File: src/rtl/field_cursor_ctrl.sv
// -----------------------------------------------------------------------------
// field_cursor_ctrl
//
// Edit-cursor controller for the clock/date/stopwatch setting path. Turns
// debounced button pulses plus the current display group into the 4-bit field
// code that drives the downstream one-hot flag decoder. Owns the IDLE/EDIT
// state machine, the 3-position cursor and the inactivity timeout.
//
// Ports
//   clk            system clock, all state on the rising edge
//   reset          asynchronous, active-high reset
//   btn_edit       1-cycle pulse, enter/leave edit mode
//   btn_right      1-cycle pulse, cursor to next field
//   btn_left       1-cycle pulse, cursor to previous field
//   mode[1:0]      display group: 00 hour, 01 date, 10 stopwatch, 11 none
//   field_sel[3:0] field code to the flag decoder, 4'hF when not editing
//   editing        high while in EDIT
//   field_changed  1-cycle strobe whenever field_sel takes a new value
//
// State table
//   state   | meaning
//   --------+---------------------------------------------------------------
//   ST_IDLE | not editing; field_sel parked at 4'hF, cursor and timer at 0
//   ST_EDIT | editing field (group base + cursor); timer counts idle cycles
// -----------------------------------------------------------------------------
module field_cursor_ctrl #(
   parameter int TIMEOUT_CYCLES = 1000
) (
   input  logic       clk,
   input  logic       reset,
   input  logic       btn_edit,
   input  logic       btn_right,
   input  logic       btn_left,
   input  logic [1:0] mode,
   output logic [3:0] field_sel,
   output logic       editing,
   output logic       field_changed
);

   localparam int CW = (TIMEOUT_CYCLES > 2) ? $clog2(TIMEOUT_CYCLES) : 1;
   localparam logic [CW-1:0] CNT_LAST = CW'(TIMEOUT_CYCLES - 1);
   localparam logic [3:0]    FS_NONE  = 4'hF;
   localparam logic [1:0]    MODE_NONE = 2'b11;

   typedef enum logic {
      ST_IDLE = 1'b0,
      ST_EDIT = 1'b1
   } state_t;

   state_t        r_state;
   state_t        w_state_nxt;
   logic [1:0]    r_idx;
   logic [1:0]    w_idx_nxt;
   logic [CW-1:0] r_cnt;
   logic [CW-1:0] w_cnt_nxt;
   logic [1:0]    r_mode_q;
   logic [3:0]    r_field_sel;
   logic          r_field_changed;

   logic          w_any_btn;
   logic          w_exit;
   logic [3:0]    w_base;
   logic [3:0]    w_fs_nxt;

   assign w_any_btn = btn_edit | btn_right | btn_left;

   // Group base; code 6 is a gap between date and stopwatch fields.
   always_comb begin
      w_base = 4'd0;
      unique case (mode)
         2'b00:   w_base = 4'd0;
         2'b01:   w_base = 4'd3;
         2'b10:   w_base = 4'd7;
         default: w_base = 4'd0;
      endcase
   end

   // Exit priority inside EDIT: mode change, then btn_edit, then timeout.
   // An arrow in the last counted cycle is activity and keeps us editing.
   assign w_exit = (mode != r_mode_q) | btn_edit |
                   ((r_cnt == CNT_LAST) & ~w_any_btn);

   always_comb begin
      w_state_nxt = r_state;
      w_idx_nxt   = r_idx;
      w_cnt_nxt   = r_cnt;
      unique case (r_state)
         ST_IDLE: begin
            w_idx_nxt = 2'd0;
            w_cnt_nxt = '0;
            if (btn_edit && (mode != MODE_NONE)) begin
               w_state_nxt = ST_EDIT;
            end
         end
         ST_EDIT: begin
            if (w_exit) begin
               w_state_nxt = ST_IDLE;
               w_idx_nxt   = 2'd0;
               w_cnt_nxt   = '0;
            end else begin
               w_cnt_nxt = w_any_btn ? '0 : r_cnt + CW'(1);
               // Left+right together cancel out: no move, but still activity.
               if (btn_right && !btn_left) begin
                  w_idx_nxt = (r_idx >= 2'd2) ? 2'd0 : r_idx + 2'd1;
               end else if (btn_left && !btn_right) begin
                  w_idx_nxt = (r_idx == 2'd0) ? 2'd2 : r_idx - 2'd1;
               end
            end
         end
         default: begin
            w_state_nxt = ST_IDLE;
            w_idx_nxt   = 2'd0;
            w_cnt_nxt   = '0;
         end
      endcase
   end

   // Staying in EDIT implies mode == mode_q, so the live mode gives the base.
   assign w_fs_nxt = (w_state_nxt == ST_EDIT) ? (w_base + {2'b00, w_idx_nxt})
                                              : FS_NONE;

   always_ff @(posedge clk or posedge reset) begin
      if (reset) begin
         r_state         <= ST_IDLE;
         r_idx           <= 2'd0;
         r_cnt           <= '0;
         r_mode_q        <= MODE_NONE;
         r_field_sel     <= FS_NONE;
         r_field_changed <= 1'b0;
      end else begin
         r_state         <= w_state_nxt;
         r_idx           <= w_idx_nxt;
         r_cnt           <= w_cnt_nxt;
         r_mode_q        <= mode;
         r_field_sel     <= w_fs_nxt;
         r_field_changed <= (w_fs_nxt != r_field_sel);
      end
   end

   assign field_sel     = r_field_sel;
   assign editing       = (r_state == ST_EDIT);
   assign field_changed = r_field_changed;

endmodule

File: config.mk
export PLATFORM = sky130hd
export DESIGN_NAME = field_cursor_ctrl
export DESIGN_NICKNAME = d
export VERILOG_FILES = /design/src/rtl/field_cursor_ctrl.sv
export SDC_FILE = /design/constraint.sdc
export NUM_CORES = 1
export LEC_CHECK = 0
export CAP_MARGIN = 15
export CELL_PAD_IN_SITES_DETAIL_PLACEMENT = 0
export CELL_PAD_IN_SITES_GLOBAL_PLACEMENT = 1
export CORE_ASPECT_RATIO = 1.5
export CORE_MARGIN = 2
export CORE_UTILIZATION = 35
export DETAILED_ROUTE_END_ITERATION = 8
export GPL_TIMING_DRIVEN = 0
export PLACE_DENSITY = 0.66
export SYNTH_ARGS = -nofsm -noshare
export SYNTH_HDL_FRONTEND = slang
export SYNTH_SLANG_ARGS = --single-unit
File: constraint.sdc
create_clock -name clk -period 7.8 [get_ports clk]
set_input_delay 0.78 -clock clk [delete_from_list [all_inputs] [get_ports clk]]
set_output_delay 0.78 -clock clk [all_outputs]
set_load 0.01 [all_outputs]
# Word-level counts from Yosys, hierarchy flattened
# Index checks and enable logic that the tools add are counted.
# Widths: inputs -> output; s select.
# word_totals
reg_bits	20
input_bits	7
# op_classes
addsub	4
magnitude_cmp	1
n_eq_ne	6
muxes	14
bitwise	7
reduce_logical	6
# ops
operator	n
$mux 10	2
$pmux 10 s2	1
$add 10x1->10 const B	1
$eq 10x10->1 const B	1
$mux 2	5
$pmux 3 s2	1
$add 4x2->4	1
$mux 4	1
$ne 4x4->1	1
$or 1x1->1	4
$pmux 2 s2	1
$logic_and 1x1->1	3
$add 2x1->2 const B	1
$eq 2x1->1 const B	1
$eq 2x2->1 const B	1
$ge 2x2->1 const B	1
$logic_not 1->1	2
$logic_not 2->1	1
$mux 1	2
$ne 2x2->1	1
$ne 2x2->1 const B	1
$not 1->1	2
$pmux 1 s2	1
$sub 2x1->2 const B	1
$and 1x1->1	1

# Depth between registers and ports, before layout
# Gate-level depths: netlist (run 1).
# logic_depth
word_depth	10
depth_mapped	12
depth_no_buf	12

# Worst setup path after synthesis (run 1)
# No wires, ideal clock.
# synth_path
path_kind	input to register
startpoint	in mode[0]
endpoint	reg r_field_changed, in the netlist field_changed
setup_time_ns	0.133
arrival_ns	3.281
setup_slack_ns	4.386
path_stages	10
n_path_buf	0
path_cell_list	xor2_1 or3_1 or2_2 a211oi_1 ha_1 fa_1 or3_1 nor3_1 o31a_1 o211ai_1
# synth_between
elab_chain_cells	8
elab_cells_between_ends	16
# synth_lines
element	line	source
start, declared	34	input logic [1:0] mode,
$ne 2x2->1	80	assign w_exit = (mode != r_mode_q) | btn_edit |
$or 1x1->1 (2 in series)	80	
$mux 2	96	if (w_exit) begin
$pmux 2 s2	87	unique case (r_state)
named net w_idx_nxt[0]	53	logic [1:0] w_idx_nxt;
$add 4x2->4	119	assign w_fs_nxt = (w_state_nxt == ST_EDIT) ? (w_base + {2'b00, w_idx_nxt})
$mux 4	119	
$ne 4x4->1	136	r_field_changed <= (w_fs_nxt != r_field_sel);
end signal, assigned	136	
end, declared	58	logic r_field_changed;
# The timed path passes the listed nets, and every way through them passes these cells.

# Worst setup path in the final report (run 1)
# Same ends and word-level chain as after synthesis.

==> results summary, run 1 <==
The width of the die is 50.4 um. The slowest stage cell on the critical path is sky130_fd_sc_hd__fa_1. The count of cells along the worst hold path is 1. The count of endpoints failing hold in the final timing report came out at 0.

Combinational logic burns 14.9% of the power. The proportion of total power due to net switching is 23.6%. Yosys attributes the largest share of cell area to sky130_fd_sc_hd__dfrtp_1, sky130_fd_sc_hd__dfstp_2, sky130_fd_sc_hd__ha_1.

The number of global-route vias before repair was 830. For this run, global-route usage on met2 was measured as 20.9%. The initial standard-cell utilization of the core came out at 36.1%. The cell count of the worst reg-to-reg path is 10. The worst hold path belongs to the class reg2reg. The netlist area before placement is 1130 sq um. After legalization and detailed placement, the total HPWL measured 1.58 mm. With fillers left out, the area of the finished cells amounts to 1340 sq um.

The maximum frequency from static timing analysis came out at 256 MHz. The busiest metal layer after global routing is met2. The routed layout has 827 vias. Max-cap violations in this run came to 0. The number of antenna violations at the first check in global routing is 0. The number of H-tree levels is 1. The path with the worst hold slack has its endpoint at r_cnt[0]. The static leakage is 0.573 nW. The DRC violation total after the first TritonRoute iteration came out at 13. In this run the critical register-to-register path is captured at field_changed. The category of the critical setup timing path is in2reg. Walking the worst path, the cells encountered are clkdlybuf4s50_1 > xor2_1 > or3_1 > or2_2 > a211oi_1 > ha_1 > fa_1 > or3_1 > nor3_1 > o31a_1 > o211ai_1. Counting stages on the worst path, the most repeated cell is sky130_fd_sc_hd__or3_1.

The leading cell type in the layout, fill and taps excluded is sky130_fd_sc_hd__dfrtp_1. Summing all placed instances gives a cell area of 1290 sq um. A synthesized cell averages 10.5 sq um. TritonCTS created 3 clock buffers. The area growth from synthesis to layout is 19.1%. In the layout the commonest cells are sky130_fd_sc_hd__dfrtp_1, sky130_fd_sc_hd__nor2_1, sky130_fd_sc_hd__clkdlybuf4s50_1. The sequential element share of the synthesized area is 45.0%. The fraction of synthesized cell area taken by the top area cell type is 31.0%.

In this run, flip-flops and latches consume 49.9% of the power. In this run the critical register-to-register path is launched from r_mode_q[0]. The largest clock skew in the final design is 0.000698 ns.

The startpoint of the lowest-slack hold path is r_cnt[0]. After technology mapping, the gate count stands at 107. During I/O placement, the number of pins put on the boundary was 13. The die is 73.5 um tall. The data required time of the critical path is 7.94 ns. The mean number of vias per cell came out at 5.10. The number of sinks handled by clock tree synthesis is 20. The overall overflow remaining after global route is 0. The worst relative slew slack came out at 48.2%.

The clock period minus final worst setup slack came out at 3.91 ns. Of all cell types, the one taking the most synthesized area is sky130_fd_sc_hd__dfrtp_1. Global routing consumed, on the met3 layer, 1.83% of the routing resources. The fraction of final layout cells sized beyond drive strength 1 is 13.1%. The antenna violation net count after detailed routing is 0. Data arrives at the worst endpoint at 4.05 ns. The average routed wire per standard cell is 12.3 um. The flow ran to the end, and the final reports show no timing, DRC or antenna violations. The stage delay of the slowest cell on the critical path is 0.49 ns. The final number of max-transition violations is 0.

The switching component of the power is 0.0000535 W. The worst setup path is launched from an input pin. The setup TNS is 0 ns. The clock share of power is 35.2%. The row count is 25.

In the routed design, unresolved DRC markers number 0. The first-pass iteration count of the detailed router is 4. Once the clock tree was built, the setup fixing pass inserted 0 buffers. The global routing usage summed across all routing layers is 12.1%. Yosys mapped the design onto 34 distinct sky130hd cell types. The area of the core came out at 3130 sq um. The net count of the finished layout came out at 139.

The fill cell instance count of the final layout came out at 324. After clock tree synthesis, the repair step resized 0 gates. The count of buffers added on input and output ports is 11. At the pin with the least slew margin, the transition time is 0.776 ns. The die covers 3700 sq um. The count of final setup violators is 0. The power density over the cells is 168 nW/um^2. The clock transition at the registers of the reported paths came out at 0.07 ns.

The largest vdd supply drop came out at 0.0000559 V. The routed design has 2.00 mm of wire. Global routing used 14.0% of the available met1 tracks. The net count of the mapped netlist is 123. Counting along the longest clock path gives a buffer depth of 2. In this run the worst path has a maximum fanout of 5. The total of flip-flops plus latches after synthesis is 20. The antenna diode instance count came out at 0. The count of warnings emitted by yosys is 0. Setup repair after global routing left no endpoint under its margin.

The internal power of the cells totals 0.000173 W. Entering global routing, the biggest net connects 21 pins. The root cell of the clock tree is sky130_fd_sc_hd__clkbuf_8.

The post-route clock period utilization came out at 50.2%. The first-pass GRT wire length came out at 3.43 mm. The TritonCTS clock tree is yes. The number of buffers inserted by hold repair at cts came out at 0. The minimum setup slack among reg-to-reg paths came out at 4.46 ns. STA classifies the critical path endpoint as a register. The clock latency of the later-clocked register in the worst-skew pair came out at 0.26 ns. The weighted congestion at the end of routability-driven global placement is 0.693.
critical path, delay by kind of cell:
family,cells,cell delay (ns)
simple gates,4,1.33
fa+ha+maj,2,0.74
compound gates,3,0.55
buf+inv,1,0.47
xor+xnor,1,0.18
cells by family after synthesis:
family,after synthesis,share of synthesized area [%]
xor gates and xnor gates,12,9.31
DFF,20,45.0
buffers and inverters,8,3.44
adders and majority gates,9,10.6
AOI/OAI and AO/OA,14,8.43
and+or+nand+nor,41,20.4
muxes,3,2.77
per-stage QoR:
stage / setup slack [ns] / hold slack (ns) / total power (W) / std cells / util (%)
after floorplan: 4.39 / 0.455 / 0.000134 / 107 / -
final: 3.89 / 0.491 / 0.000226 / 162 / 43.0
after global routing: 3.72 / 0.524 / 0.000237 / 162 / 43.0
after CTS: 3.87 / 0.491 / 0.000230 / 162 / 43.0
after global placement: 3.65 / 0.476 / 0.000148 / 158 / 41.2
after detailed placement: 3.62 / 0.480 / 0.000149 / 158 / 41.2
power groups by stage:
stage | registers [W] | clock network [W] | logic (W)
floorplan | 0.000116 | 0 | 0.0000180
global placement | 0.000115 | 0 | 0.0000339
detailed placement | 0.000115 | 0 | 0.0000344
CTS | 0.000113 | 0.0000820 | 0.0000346
global route | 0.000114 | 0.0000856 | 0.0000377
finish | 0.000113 | 0.0000796 | 0.0000337
how the worst max path moves through the flow:
stage            start            end  cells past startpoint
2_1_floorplan  mode[0]  field_changed                     10
3_3_place_gp   mode[0]  field_changed                     11
3_5_place_dp   mode[0]  field_changed                     11
4_1_cts        mode[0]  field_changed                     11
5_1_grt        mode[0]  field_changed                     11
6_report       mode[0]  field_changed                     11
registers in the layout, summed over array words and instances (netlist names):
signal         flops
r_idx              2
field_changed      1
r_cnt             10
r_mode_q           2
field_sel          4
editing            1
final cells by class:
class | instances | area [sq um] | share of cell area (%)
inverter | 6 | 22.5 | 1.68
multi-input combinational | 79 | 582 | 43.3
timing repair buffer | 11 | 110 | 8.19
buffer | 2 | 16.3 | 1.21
tap | 40 | 50.0 | 3.72
clock buffer | 4 | 55.1 | 4.10
sequential | 20 | 508 | 37.8
cells in the mapped netlist:
master / instances
sky130_fd_sc_hd__a21oi_1: 3
sky130_fd_sc_hd__o31a_1: 1
sky130_fd_sc_hd__or3_1: 5
sky130_fd_sc_hd__inv_1: 6
sky130_fd_sc_hd__nor2_1: 13
sky130_fd_sc_hd__and3_1: 3
sky130_fd_sc_hd__dfrtp_1: 14
sky130_fd_sc_hd__o21ai_0: 2
sky130_fd_sc_hd__mux2_2: 1
sky130_fd_sc_hd__a221o_1: 1
sky130_fd_sc_hd__nor4_4: 1
sky130_fd_sc_hd__fa_1: 1
sky130_fd_sc_hd__nand3b_1: 2
sky130_fd_sc_hd__dfstp_2: 6
sky130_fd_sc_hd__mux2i_1: 2
sky130_fd_sc_hd__buf_6: 1
sky130_fd_sc_hd__nand3_1: 3
sky130_fd_sc_hd__ha_1: 8
sky130_fd_sc_hd__buf_2: 1
sky130_fd_sc_hd__xnor2_1: 7
sky130_fd_sc_hd__or2_2: 1
sky130_fd_sc_hd__o21ai_1: 1
sky130_fd_sc_hd__xor2_1: 5
sky130_fd_sc_hd__or3_4: 1
sky130_fd_sc_hd__nand2_1: 5
sky130_fd_sc_hd__or4_1: 1
sky130_fd_sc_hd__nor3_1: 1
sky130_fd_sc_hd__o22a_1: 1
sky130_fd_sc_hd__nor4_1: 1
sky130_fd_sc_hd__a21o_1: 1
sky130_fd_sc_hd__nand2b_1: 3
sky130_fd_sc_hd__a211oi_1: 3
sky130_fd_sc_hd__o211ai_1: 1
sky130_fd_sc_hd__nand4_1: 1
per-layer routing:
layer / wire length (um) / vias to the layer above
li1: - / 400
met1: 908 / 412
met2: 998 / 11
met3: 50 / 4
met4: 40 / 0
met5: 0 / -
Power figures use the tool's default switching activity.
==> run 2: changes to the inputs <==
- PLACE_DENSITY: 0.66 -> 0.69
- clock period: 7.8 -> 3.2 ns (I/O delays scaled with it)
==> run 2 against run 1 <==
Non-clock buffer count up 4. Register-to-register slack worse by 4.3 ns. Die area unchanged. Routed wire length up 0.50%. Clock skew up 0.0020 ns.
==> results summary, run 2 (synthesis results as in run 1) <==
The flow ran to the end, and the final reports show no timing, DRC or antenna violations. The row count is 25 (unchanged). The routed wire length is 2.01 mm (+0.50%). The global routing usage summed across all routing layers came out at 12.9% (+0.74 points). Clock tree synthesis selected as its root buffer the cell sky130_fd_sc_hd__clkbuf_8. The stage delay of the slowest cell on the critical path came out at 0.53 ns (+0.04 ns). The detailed-placement wirelength estimate is 1.51 mm (-4.0%). The average routed wire per standard cell is 12.1 um (-1.9%). The mean number of vias per cell was 4.87 (-4.7%). The first-pass iteration count of the detailed router was 4 (unchanged). The core occupancy in the finished layout is 44.6% (+1.6 points). The number of antenna violations at the first check in global routing came to 0 (unchanged).

The weighted congestion at the end of routability-driven global placement is 0.713 (+2.8%). The setup TNS came out at 0 ns (unchanged). The net count of the finished layout came to 143 (+2.9%). The largest vdd supply drop came out at 0.000174 V (+210%). The number of I/O pins came out at 13 (unchanged). The power density over the cells came out at 378 nW/um^2 (+120%). Setup repair after global routing left no endpoint under its margin. The worst hold path belongs to the class in2reg. The clock period minus final worst setup slack is 3.08 ns. The area growth from synthesis to layout came out at 23.6%.

The vertical extent of the die is 73.5 um (unchanged). The antenna violation net count after detailed routing is 0 (unchanged). The largest fanout of any net on the critical path came out at 5 (unchanged). The fraction of final layout cells sized beyond drive strength 1 came out at 19.0% (+5.9 points). The top cell family by delay on the critical path is simple AND/OR/NAND/NOR gates. The data required time of the critical path came out at 3.33 ns (-4.61 ns). The DRC violation total after the first TritonRoute iteration came out at 12 (-1).

Walking the worst path, the cells encountered are xor2_1 > or3_4 > or2_4 > a211oi_4 > ha_2 > fa_2 > or3_1 > nor3_1 > o31a_1 > o211ai_1. The buffers plus inverters on the worst setup path came to 0 (-1). The TritonCTS clock tree is yes.

The count of buffers inserted at the top-level ports is 11 (unchanged). The library cells used most frequently in the layout, excluding fill and tap cells, are sky130_fd_sc_hd__dfrtp_1, sky130_fd_sc_hd__nor2_1, sky130_fd_sc_hd__ha_1, sky130_fd_sc_hd__clkdlybuf4s50_1. The clock transition at the registers of the reported paths is 0.07 ns (about the same).

The area of placed instances came to 1290 sq um (unchanged). The largest clock skew in the final design came out at 0.00272 ns (+0.00203 ns). The number of sinks handled by clock tree synthesis is 20 (unchanged). The final instance area is 1400 sq um (+3.8%). The critical path in this run is classified as reg2reg. The worst setup path is captured at a register. The number of H-tree levels was 1 (unchanged). The initial standard-cell utilization of the core came out at 36.1% (unchanged).

The maximum number of pins on one net before global-route repair came to 21 (unchanged). The overall die area was 3700 sq um (unchanged). The number of global-route vias before repair is 855 (+3.0%). The width of the die came out at 50.4 um (unchanged).

The final number of max-transition violations is 0 (unchanged). The count of endpoints failing hold in the final timing report is 0 (unchanged). The worst path uses 96.2% of the clock period. The static leakage is 0.604 nW (+5.4%).

The startpoint type of the worst setup path is a register. The overall overflow remaining after global route is 0 (unchanged). Leaving out fill and tap cells, the most frequent cell in the layout is sky130_fd_sc_hd__dfrtp_1. The number of max-cap violations came out at 0 (unchanged). The endpoint arrival time on the critical path came out at 3.21 ns (-0.84 ns). The slowest stage cell on the critical path is sky130_fd_sc_hd__dfstp_2. The routed via count is 808 (-2.3%). The count of final setup violators is 0 (unchanged).

The clock latency of the later-clocked register in the worst-skew pair came out at 0.25 ns (about the same). The register containing the most flip-flops in the final layout is r_cnt. The worst relative slew slack is 49.5% (+1.3 points).

The DRC violations left is 0 (unchanged). Timing would allow up to 325 MHz. The total design power came out at 0.000527 W (+130%).

The antenna diode instance count is 0 (unchanged). The number of flip-flops in the largest register came to 10 (unchanged). The area of the core is 3130 sq um (unchanged). The first-pass GRT wire length was 3.60 mm (+5.0%). The number of buffers created by CTS was 3 (unchanged). The measured slew at the worst slew-check pin is 0.757 ns (-0.0192 ns). The buffer depth of the longest clock path is 2 (unchanged).
run 2: cell count changes in the layout (fill, tap and decap cells not counted), sizes merged:
cell / previous run / this run
clkdlybuf4s50: 11 / 7
buf: 2 / 6
dlygate4sd2: 0 / 3
dlymetal6s2s: 0 / 1
run 2: power by group:
part | total (W) | leakage (nW) | switching [W] | internal [W]
sequential | 0.000275 | 0.254 | 0.00000727 | 0.000268
clock | 0.000165 | 0.0228 | 0.0000762 | 0.0000883
combinational | 0.0000876 | 0.327 | 0.0000417 | 0.0000459
total | 0.000527 | 0.604 | 0.000125 | 0.000402
run 2: path summary, 6_finish.rpt:
path                                  to  cells past startpoint         from  slack, ns
setup / recovery           field_changed                     10  r_mode_q[0]       0.12
hold / removal               r_mode_q[0]                      1      mode[0]       0.36
setup reg to reg           field_changed                     10  r_mode_q[0]       0.12
hold reg to reg                 r_cnt[0]                      1     r_cnt[0]       0.49
max in group asynchronous       r_idx[1]                      2        reset       2.23
min in group asynchronous       r_cnt[9]                      2        reset       0.50
run 2: cell type report:
class	instances	area [sq um]
Buffer	2	16.3
Sequential cell	20	508
Fill cell	308	1730
Clock buffer	4	45.0
Inverter	6	22.5
Tap cell	40	50.0
Multi-Input combinational cell	79	614
Timing Repair Buffer	15	139
run 2: through the flow:
| step | worst slack, ns | std cells | hold slack (ns) |
|---|---|---|---|
| floorplan | 0.133 | 107 | 0.279 |
| global placement | -0.502 | 158 | 0.476 |
| detailed placement | -0.544 | 158 | 0.493 |
| CTS | 0.00474 | 164 | 0.360 |
| global route | 0.0172 | 166 | 0.359 |
| finish | 0.123 | 166 | 0.365 |
run 2: repair_timing:
item	4_1_cts	5_1_grt
pin swaps	5	3
cloned	0	0
setup buffers	2	2
hold buffers	0	0
resized for setup	8	3
setup endpoints to repair	1	1
run 2: layer usage:
layer / track usage [%] / part of all wire, % / vias up
met2: 22.8 / 54 / 8
met5: 0 / 0 / -
li1: - / - / 405
met3: 1.83 / 1.6 / 2
met4: 7.21 / 1.7 / 0
met1: 14.6 / 43 / 393
==> edit, RTL diff (config.mk and constraints of run 2) <==
Change the parameter `TIMEOUT_CYCLES` from 1000 to 500.
--- a/src/rtl/field_cursor_ctrl.sv
+++ b/src/rtl/field_cursor_ctrl.sv
@@ -24,7 +24,7 @@
 //   ST_EDIT | editing field (group base + cursor); timer counts idle cycles
 // -----------------------------------------------------------------------------
 module field_cursor_ctrl #(
-   parameter int TIMEOUT_CYCLES = 1000
+   parameter int TIMEOUT_CYCLES = 500
 ) (
    input  logic       clk,
    input  logic       reset,
Formal check against the unedited RTL: no difference found for any inputs over 10 cycles, from zero or initial values and one cycle with reset high; that may be too few to reach the edited logic, so the function may still have changed.
==> edit against run 2 <==
  * Sequential share of layout area is 1.0 points lower
  * Power about the same
  * Sequential cell count shrank 1
  * Setup slack better by 0.13 ns
  * Core utilization down 0.96 points
  * Routed wire length is 4.6% higher
  * Register-to-register slack improved by 0.15 ns
  * Combinational power increased by 11%
  * Synthesized area increased by 0.78%
  * Critical path depth up 1
  * Cell area fell by 2.2%
  * Critical endpoint unchanged
==> edit: results (changes against run 2) <==
[outcome]
status = finished, final reports clean  ; unchanged

[layout]
layout.nets = 135  ; was 143
drive_gt1_share_pct = 21.2  ; was 19.0%
largest_register = r_cnt  ; unchanged
n_antenna_cell = 0  ; unchanged
largest_reg_flops = 9  ; was 10

[detailed_routing]
met2_length_um = 1160  ; was 1080 um
vias = 782  ; was 808
wl_met1_um = 845  ; was 863 um
wl_met3_um = 43  ; was 32 um
drt_wl_total_um = 2100  ; was 2010 um
viasPerCell = 4.95  ; was 4.87
drt-initial-drc-count = 28  ; was 12
drtPass1Iterations = 3  ; was 4

[worst_setup_path]
cp_slowest_cell = fa_2  ; was dfstp_2
cp.arrival_ns = 3.08  ; was 3.21 ns
cpLargestDelayFamily = adder cells  ; was simple AND/OR/NAND/NOR gates

[timing]
finalClockSkew_ns = 0.00296  ; was 0.00272 ns
worst_slew_pin_slew_ns = 0.742  ; was 0.757 ns

[placement]
gp_congestion = 0.728  ; was 0.713
place_inst = 153  ; was 158
hpwl_um = 1630  ; was 1510 um

[global_route]
grt_pass1_vias = 861  ; was 855
grt_pass1_wl_um = 3810  ; was 3600 um
gr-usage-all-layers_pct = 13.5  ; was 12.9%
grt_max_degree = 20  ; was 21

[synth]
ys_seq_area_share_pct = 42.5  ; was 45.0%
synth.area.top_cells = dfrtp_1 29%, dfstp_2 14%, ha_1 8.8%, xor2_1 6.2%, nor2_1 4.3%  ; was dfrtp_1 31%, dfstp_2 14%, ha_1 8.9%, xnor2_1 5.4%, nor2_1 4.3%
syn-num-nets = 118  ; was 123
netlist_top_cells_count = 13 x dfrtp_1, 13 x nor2_1, 8 x ha_1, 8 x xor2_1, 7 x inv_1  ; was 14 x dfrtp_1, 13 x nor2_1, 8 x ha_1
synth_cell_type_count = 35  ; was 34
syn_inst = 102  ; was 107

[power_and_ir_drop]
power.leakage_nw = 0.556  ; was 0.604 nW
irDropWorstVdd_mv = 0.293  ; was 0.174 mV

-- edit: worst paths after layout --
path / start / to / slack [ns] / cells after the start
min in group asynchronous: reset / r_idx[0] / 0.49 / 2
max in group asynchronous: reset / r_cnt[3] / 2.24 / 2
setup / recovery: mode[1] / field_changed / 0.25 / 11
hold reg to reg: r_cnt[0] / r_cnt[0] / 0.48 / 1
hold / removal: btn_left / r_cnt[1] / 0.47 / 4
setup reg to reg: r_cnt[0] / field_changed / 0.27 / 11
-- edit: area by class of cell --
cell class / count / area, um^2
clock buffer: 3 / 41.3
buffer: 1 / 11.3
sequential: 19 / 483
timing repair buffer: 12 / 118
fill: 310 / 1760
inverter: 7 / 26.3
clock inverter: 1 / 5.00
tap: 40 / 50.0
multi-input combinational: 75 / 631
-- edit: kinds of logic (layout without fill, tap and decap cells) --
group,after synthesis,in the layout,share of synthesized area (%)
flip-flops,19,19,42.5
adder cells (fa/ha/maj),9,9,10.6
multiplexers,3,3,2.75
buffers and inverters,8,24,3.30
XOR/XNOR,14,14,11.4
AND/OR/NAND/NOR,37,37,19.5
AO/OA/AOI/OAI,12,12,10.0
-- edit: stage by stage --
stage / utilization (%) / hold slack [ns] / setup TNS (ns) / area, um^2 / setup WS [ns]
finish: 43.6 / 0.470 / 0 / 1370 / 0.250
global route: 43.6 / 0.485 / 0 / 1370 / 0.0186
CTS: 43.2 / 0.474 / 0 / 1350 / 0.123
detailed placement: 41.5 / 0.474 / -0.406 / 1300 / -0.406
global placement: 41.5 / 0.464 / -0.356 / 1300 / -0.356
floorplan: - / 0.267 / 0 / 1140 / 0.304
-- edit: worst register-to-register path, delay by kind of cell, from the launching register on --
| family | cells | cell delay [ns] |
|---|---|---|
| flops | 1 | 0.41 |
| fa+ha+maj | 3 | 0.97 |
| compound gates | 2 | 0.29 |
| xor+xnor | 1 | 0.18 |
| simple gates | 4 | 0.79 |
| mux | 1 | 0.17 |
-- edit: per-layer routing --
layer  vias up  GRT usage, %
li1        385             -
met1       382          15.5
met2         9          24.1
met3         6          2.03
met4         0          6.91
met5         -             0
-- edit: report_power, final --
part / internal, mW / switching, mW
Clock: 0.0865 / 0.0804
Sequential: 0.255 / 0.00799
Combinational: 0.0499 / 0.0470
Total: 0.392 / 0.135
-- edit: what timing repair did --
item                       in CTS  in global routing
buffers inserted                1                  0
setup endpoints to repair       1                  1
cloned                          0                  0
gates resized for setup         0                  3
pin swaps                       1                  0
